--- config.mk ---
export PLATFORM = sky130hd
export DESIGN_NAME = buzzer_tone_decoder
export DESIGN_NICKNAME = d
export VERILOG_FILES = /design/src/rtl/buzzer_tone_decoder.sv
export SDC_FILE = /design/constraint.sdc
export NUM_CORES = 1
export LEC_CHECK = 0
export ABC_CLOCK_PERIOD_IN_PS = 5800
export BUFFER_PORTS_ARGS = -buffer_cell sky130_fd_sc_hd__buf_2
export CAP_MARGIN = 20
export CORE_MARGIN = 2
export CORE_UTILIZATION = 40
export CTS_CLUSTER_SIZE = 24
export DETAILED_ROUTE_END_ITERATION = 12
export GPL_ROUTABILITY_DRIVEN = 1
export PLACE_DENSITY = 0.6
export SLEW_MARGIN = 5
export SYNTH_ARGS = -nofsm -noshare
export SYNTH_HDL_FRONTEND = slang
export SYNTH_SLANG_ARGS = --single-unit
--- constraint.sdc ---
create_clock -name system_clock -period 5.8 [get_ports system_clock]
set_input_delay 0.87 -clock system_clock [delete_from_list [all_inputs] [get_ports system_clock]]
set_output_delay 0.87 -clock system_clock [all_outputs]
set_load 0.02 [all_outputs]
--- src/rtl/buzzer_tone_decoder.sv ---
// Measures the period of a square-wave tone and locks onto a musical note
// once CONFIRM consecutive periods classify to the same note.
module buzzer_tone_decoder #(
  parameter logic [17:0] DO        = 18'd190840,
  parameter logic [17:0] RE        = 18'd170068,
  parameter logic [17:0] MI        = 18'd151515,
  parameter logic [17:0] FA        = 18'd143266,
  parameter logic [17:0] SO        = 18'd127551,
  parameter logic [17:0] LA        = 18'd113636,
  parameter logic [17:0] XI        = 18'd101214,
  parameter logic [17:0] TOLERANCE = 18'd1024,
  parameter logic [17:0] TIMEOUT   = 18'd250000,
  parameter logic [2:0]  CONFIRM   = 3'd3
) (
  input  logic        system_clock,
  input  logic        system_reset_n,
  input  logic        tone_in,
  output logic [2:0]  note_code,
  output logic        note_valid,
  output logic        note_change,
  output logic [17:0] period_out,
  output logic        period_strobe
);

  typedef enum logic [1:0] {SILENT, ARMED, LOCKED} state_t;

  localparam logic [6:0][17:0] NOTES = {XI, LA, SO, FA, MI, RE, DO};
  localparam logic [2:0]       NONE  = 3'd7;

  state_t      state, state_nxt;
  logic [2:0]  sync_q;
  logic        edge_p;
  logic [17:0] elapsed;
  logic [2:0]  cls;
  logic [2:0]  cand, cand_nxt, match_cnt, match_nxt, code_nxt;
  logic        valid_nxt, strobe_nxt;
  logic [17:0] period_nxt;

  function automatic logic [17:0] absdiff(input logic [17:0] a, input logic [17:0] b);
    return (a >= b) ? a - b : b - a;
  endfunction

  // sync_q[1:0] is the synchronizer, sync_q[2] the previous synchronized level;
  // edge_p is registered so tone_in -> edge pulse is exactly 3 cycles.
  always_ff @(posedge system_clock or negedge system_reset_n) begin
    if (!system_reset_n) begin
      sync_q  <= '0;
      edge_p  <= 1'b0;
      elapsed <= '0;
    end else begin
      sync_q <= {sync_q[1:0], tone_in};
      edge_p <= sync_q[1] & ~sync_q[2];
      if (edge_p)                 elapsed <= 18'd1;
      else if (elapsed < TIMEOUT) elapsed <= elapsed + 18'd1;
    end
  end

  // Scan from XI down to DO so the earliest note in DO..XI order wins.
  always_comb begin
    cls = NONE;
    for (int i = 6; i >= 0; i--)
      if (absdiff(elapsed, NOTES[i]) <= TOLERANCE) cls = 3'(i);
  end

  always_comb begin
    state_nxt  = state;
    cand_nxt   = cand;
    match_nxt  = match_cnt;
    code_nxt   = note_code;
    valid_nxt  = note_valid;
    strobe_nxt = 1'b0;
    period_nxt = period_out;
    case (state)
      SILENT: if (edge_p) begin
        state_nxt = ARMED;
        cand_nxt  = NONE;
        match_nxt = '0;
      end
      ARMED: if (edge_p) begin
        strobe_nxt = 1'b1;
        period_nxt = elapsed;
        if (cls == NONE) begin
          cand_nxt  = NONE;
          match_nxt = '0;
        end else if (cls == cand) begin
          match_nxt = match_cnt + 3'd1;
        end else begin
          cand_nxt  = cls;
          match_nxt = 3'd1;
        end
        if (cls != NONE && match_nxt == CONFIRM) begin
          state_nxt = LOCKED;
          code_nxt  = cand_nxt;
          valid_nxt = 1'b1;
        end
      end else if (elapsed >= TIMEOUT) begin
        state_nxt = SILENT;
        code_nxt  = NONE;
        valid_nxt = 1'b0;
      end
      LOCKED: if (edge_p) begin
        strobe_nxt = 1'b1;
        period_nxt = elapsed;
        if (cls != note_code) begin
          state_nxt = ARMED;
          code_nxt  = NONE;
          valid_nxt = 1'b0;
          cand_nxt  = cls;
          match_nxt = (cls == NONE) ? 3'd0 : 3'd1;
        end
      end else if (elapsed >= TIMEOUT) begin
        state_nxt = SILENT;
        code_nxt  = NONE;
        valid_nxt = 1'b0;
      end
      default: state_nxt = SILENT;
    endcase
  end

  always_ff @(posedge system_clock or negedge system_reset_n) begin
    if (!system_reset_n) begin
      state         <= SILENT;
      cand          <= NONE;
      match_cnt     <= '0;
      note_code     <= NONE;
      note_valid    <= 1'b0;
      note_change   <= 1'b0;
      period_out    <= '0;
      period_strobe <= 1'b0;
    end else begin
      state         <= state_nxt;
      cand          <= cand_nxt;
      match_cnt     <= match_nxt;
      note_code     <= code_nxt;
      note_valid    <= valid_nxt;
      note_change   <= (code_nxt != note_code);
      period_out    <= period_nxt;
      period_strobe <= strobe_nxt;
    end
  end

endmodule

### Word-level counts from Yosys, hierarchy flattened

Cells that the tools add are included.

* bits in registers: 54

* add/subtract/negate cells: 16
* $lt $le $gt $ge: 16
* equal/unequal tests: 14
* multiplexer cells: 54
* bitwise gates (word level): 2
* reduce and logical (&&, ||, !) cells: 10

Operator list (number)
* 2-to-1 mux 18 bit: 9
* <= comparator 18 x 11 -> 1 bit (second input constant): 7
* greater-or-equal comparator 18 bit (second input constant): 5
* 2-to-1 mux 3 bit: 25
* subtractor 18 bit (first input constant): 4
* subtractor 18 bit (second input constant): 4
* greater-or-equal comparator 18 x 17 -> 1 bit (second input constant): 3
* subtractor 17 x 18 -> 18 bit (first input constant): 3
* subtractor 18 x 17 -> 18 bit (second input constant): 3
* adder 18 x 1 -> 18 bit (second input constant): 1
* < comparator 18 bit (second input constant): 1
* one-hot mux 3 bit (3 select lines): 2
* 2-to-1 mux 2 bit: 6
* 2-to-1 mux 1 bit: 9
* != test 3 bit (second input constant): 3
* != test 2 bit (second input constant): 4
* != test 3 bit: 2
* one-hot mux 2 bit (3 select lines): 1
* one-hot mux 3 bit (2 select lines): 1
* AND reduction 3 bit: 2
* AND reduction 5 bit: 1
* nonzero test 2 bit: 2
* adder 3 x 1 -> 3 bit (second input constant): 1
* == test 3 x 2 -> 1 bit (second input constant): 1
* 12 further kinds: 12

### Longest topological paths before layout

* word-level depth: 21
* mapped depth: 21

### Worst setup path before layout

OpenSTA, ideal clock, no wires.

* path type: reg-to-reg
* from: reg elapsed[7]
* to: reg match_cnt[0]
* library setup time: 125 ps
* data arrival time: 4438 ps
* path slack: 1236 ps
* cell stages (with the launch flop): 20
* path buffers: 5
* clock period less this slack: 4564 ps
* path through: dfrtp_1 -> buf_2 -> inv_1 -> buf_1 -> ha_1 -> nor2b_1 -> nand3_1 -> o21a_1 -> a211o_1 -> buf_6 -> mux2i_1 -> a221oi_2 -> mux2i_1 -> or4_1 -> buf_2 -> nand4_1 -> a2bb2oi_2 -> o31a_1 -> buf_4 -> mux2_4

* longest elaborated chain between the ends: 17

Ends and longest elaborated chain
* start: declaration: line 33 `logic [17:0] elapsed;`
* start signal: assignment: line 54 `else if (elapsed < TIMEOUT) elapsed <= elapsed + 18'd1;`
* subtractor 17 x 18 -> 18 bit, or another cell as far along: line 40 `return (a >= b) ? a - b : b - a;`
* 2-to-1 mux 18 bit: line 40
* <= comparator 18 x 11 -> 1 bit: line 62 `if (absdiff(elapsed, NOTES[i]) <= TOLERANCE) cls = 3'(i);`
* 2-to-1 mux 1 bit: line 62
* 2-to-1 mux 3 bit (5 in series): line 62
* 2-to-1 mux 3 bit (*): line 62
* == test 3 bit: line 85 `end else if (cls == cand) begin`
* 2-to-1 mux 3 bit: line 85
* 2-to-1 mux 3 bit: line 82 `if (cls == NONE) begin`
* 2-to-1 mux 3 bit: line 79 `ARMED: if (edge_p) begin`
* 2-to-1 mux 3 bit: line 73 `case (state)`
* 2-to-1 mux 3 bit: line 79
* one-hot mux 3 bit (3 select lines): line 73
* end signal: assignment: line 133 `match_cnt <= match_nxt;`
* end: declaration: line 35 `logic [2:0] cand, cand_nxt, match_cnt, match_nxt, code_nxt;`

Mark *: on every way between the ends. The rest lies on a longest branch, timed or not. The select of a mux whose other input is x is not followed.
A chain may end at the register's enable or synchronous reset.

### Worst setup path in the final report

* from: reg elapsed[6]
* to: reg match_cnt[0]

The elaborated chain is that of the path after synthesis.

==> run summary <==
The worst path needs between 5 and 6 ns of the cycle, external delays included. The first detailed-routing pass took 8 iterations. By area the synthesized netlist is led by dfrtp_1 14%, xnor2_1 8.1%, o21ai_0 6.1%.

The required time at the worst-slack endpoint is around 6 ns. The flow ran to the end, and the final reports show no timing, DRC or antenna violations. Detailed placement ended at an HPWL of approximately 26,000 µm. The sort of element at the start of the critical path is a flip-flop. The placed standard-cell area is 8900 µm². Compared with the post-synthesis result, the final layout area differs by 6.49%. After synthesis, the share of cell area in mux cells is 0.0288. The worst reg2reg path depth is 14. The achievable clock frequency came out at around 190 MHz. The clock input transition at the sequential cells of the worst setup and hold paths came out at around 0.080 ns. The area of all placed cells without fillers came out at 9050 µm². The fraction of the mapped netlist area in adder cells came out at 0.0486.

Once detail routing completed, the nets flagged for antenna violations numbered 0. The worst hold path terminates at sync_q[1]. For this run, the leading register cell type out of synthesis is dfrtp_1. The worst max-slew margin expressed relative to the limit is 0.393.

The clock insertion delay at the later pin of the skew report came out at approximately 0.31 ns. Entering global routing, the biggest net connects between 50 and 60 pins. The proportion of synthesized flip-flops having asynchronous set or reset is 1.00. The count of inserted antenna diode cells is 0. The part of the Yosys area used for sequential elements is 0.160. The max-slew violation count is 0. The horizontal die dimension came out at about 150 µm. The post-route setup TNS came out at 0 ns. Of the total power, the share spent switching nets is 0.492.

The cell area power density is 207 nW/µm². The number of DRC markers in iteration 0 is roughly 1,100. The first global-routing pass estimated between 50,000 and 60,000 µm of wire. STA classifies the critical path endpoint as a flip-flop. The Yosys warning count is 0.

The part of the total power dissipated in sequential elements came out at 0.275. The worst setup slack after layout came out at ~0.56 ns. The maximum fanout count along the critical path came out at 23. The number of stages on the worst hold path came out at 0. The height of the die came out at between 100 and 150 µm. The global route total overflow came out at 0. The post-synthesis net count is between 1,000 and 1,500.

The power share of the clock group is 0.176. The critical path class is reg2reg. Hold repair after CTS inserted 0 buffers.

The number of maximum-capacitance violations came out at 0. The row count came out at 53. The total number of vias came out at 9,806. For this design the total switching power over the nets is 923 µW.

The number of buffers inserted during clock tree synthesis came out at 5. The average routed wire per standard cell is between 20 and 25 µm. The basic-gate share of the synthesized area counting and, or, nand and nor cells came out at 0.269. In this run the number of H-tree levels came out at 2. The area enclosed by the die boundary is around 22,000 µm². The origin of the critical flop-to-flop path is elapsed[6]. The number of nets at the end of the flow is 1,199. Of the total synthesized cell area, the portion taken by XOR and XNOR cells is 0.0886.

The power share of the combinational group came out at 0.550. The commonest cells after synthesis are 103 x o21ai_0, 102 x nand2_1, 79 x xnor2_1, 77 x nor2_1, 76 x a21oi_1. The initial standard-cell utilization of the core came out at 0.406.

For the final database, setup skew stands at slightly below 0.01 ns. The number of global-route vias before repair is between 9,000 and 10,000. The worst endpoint data arrival time is about 5.4 ns. The startpoint of the most critical hold path is sync_q[0].

The fraction of final layout cells with drive strength greater than 1 came out at 0.124. The quantity of I/O buffers inserted on ports is 26. The root buffer selected by CTS is clkbuf_16. The worst register-to-register path ends at match_cnt[0]. The leakage dissipation is 0.00350 µW. The area fraction in compound gates after synthesis came to 0.330.

In this run the register-to-register setup slack is roughly 0.56 ns. The internal portion of the total power is between 900 and 1000 µW. Synthesis inferred 54 register bits.

Among all cell types in the netlist, the one instantiated most often is o21ai_0. The initial antenna violation count came to 0. After floorplanning, the core was sized to cover approximately 21,000 µm². The minimum setup slack after placement is ~0.6 ns. TritonCTS built the clock tree. Clock tree synthesis found a total of 54 sinks.

The portion of the clock cycle consumed by the worst path in the final layout came out at 0.903. The post-synthesis area per instance is 7.20 µm². Setup violations remaining at the end of the flow were counted as 0. The remaining routing DRC violations came out at 0. The fraction of synthesized cell area taken by the top area cell type is 0.141.

After synthesis, the largest family of logic cells by area is compound AO/OA/AOI/OAI gates. Setup repair after global routing left no endpoint under its margin. The tightest min-delay check is of the reg2reg type. The count of buffers added by post-CTS timing repair for setup came out at 0. The routed wire length came out at 35,000 µm. The gate count of the mapped netlist came out at 1,181.

dfrtp_1 takes more of the synthesized area than any other cell. The pin slew with the least headroom to its limit came out at 0.910 ns. The count of flip-flops with a built-in enable after synthesis came out at 0. The largest buffer count on any clock path is 2.

The worst IR drop on VDD is 0.130 mV. The mapped netlist covers between 8000 and 9000 µm². The total routing resource utilization after global routing is 0.314. The netlist uses 101 different library cells. The top-level I/O count came out at 27.

In this run, post-CTS repair resized a total of 0 instances. The last weighted congestion value of the routability-driven placer is approximately 0.98. The per-cell via count in the routed design is 6.81. The final count of hold timing violations came out at 0.
## flip-flops by register name, summed over array words and instances, names as in the netlist
name           flops
elapsed           18
note_valid         1
period_strobe      1
note_code          3
cand               3
period_out        18
edge_p             1
sync_q             3
state              2
note_change        1
match_cnt          3
## logic make-up after synthesis
kind of cell | Yosys count
AO/OA/AOI/OAI | 405
adder cells (fa/ha/maj) | 33
buffers and inverters | 143
AND/OR/NAND/NOR | 437
flip-flops | 54
multiplexers | 23
XOR/XNOR | 86
## power by group through the flow
stage	clock, µW	sequential [µW]	combinational [µW]
floorplan	0	529	713
global placement	0	518	999
detailed placement	0	521	1000
CTS	339	514	1010
global route	355	524	1120
finish	329	515	1030
## area by class of cell
cell class	instances	area, µm²
clock inverters	3	23.8
clock buffers	5	125
flip-flops and latches	54	1360
inverters	34	128
well taps	275	344
multi-input cells	984	6510
fillers	2210	11900
repair buffers	84	566
## critical path: stages, from the launching register on
cell and delay, ns:
dfrtp_1 0.46, buf_4 0.33, ha_1 0.58, nand3_1 0.21, nor4_2 0.47, nand4_1 0.36, nand2_1 0.35, mux2i_1 0.33
o32ai_1 0.15, and4_1 0.21, a31oi_2 0.38, xnor2_1 0.19, a2bb2oi_2 0.31, o31a_1 0.45, mux2_4 0.34
## per-stage QoR
stage / instances / util / power [µW] / hold slack (ns)
after floorplan: 1181 / - / 1240 / 0.331
after detailed placement: 1431 / 0.425 / 1520 / 0.339
after global placement: 1431 / 0.425 / 1520 / 0.335
after global routing: 1439 / 0.432 / 2000 / 0.376
after CTS: 1439 / 0.432 / 1860 / 0.358
final: 1439 / 0.432 / 1870 / 0.356
## metal layers
metal,track usage,up-vias,share of wire
met5,0,-,0
met4,0.158,0,0.056
met3,0.0488,135,0.10
met2,0.474,636,0.43
met1,0.434,4645,0.41
li1,-,4390,-
## worst max path at each step
stage / from / end / cells after the start
CTS: elapsed[0] / match_cnt[0] / 14
global placement: elapsed[6] / match_cnt[1] / 14
global route: elapsed[0] / match_cnt[1] / 14
floorplan: elapsed[7] / match_cnt[0] / 19
detailed placement: elapsed[0] / match_cnt[1] / 14
finish: elapsed[6] / match_cnt[0] / 14
## placed cells by master (no fill, tap or decap), drive strengths merged, types with 7 or more instances in the layout
| master | count |
|---|---|
| and2 | 15 |
| dfrtp | 48 |
| nand4 | 25 |
| a211o | 7 |
| nand2 | 102 |
| o211ai | 14 |
| nor2b | 22 |
| a21oi | 77 |
| o2111ai | 7 |
| nor2 | 81 |
| o211a | 7 |
| nor3 | 34 |
| xnor2 | 79 |
| a221oi | 9 |
| a311oi | 10 |
| a31oi | 20 |
| inv | 32 |
| nand2b | 14 |
| and4 | 7 |
| or2 | 9 |
| o22ai | 9 |
| and3 | 25 |
| nand3 | 47 |
| o21a | 12 |
| o21ai | 112 |
| mux2i | 17 |
| ha | 33 |
| xor2 | 7 |
| or3 | 13 |
| o31ai | 15 |
| nor4 | 21 |
| a211oi | 14 |
| buf | 84 |
| a21o | 9 |
(Power assumes the default switching activity.)
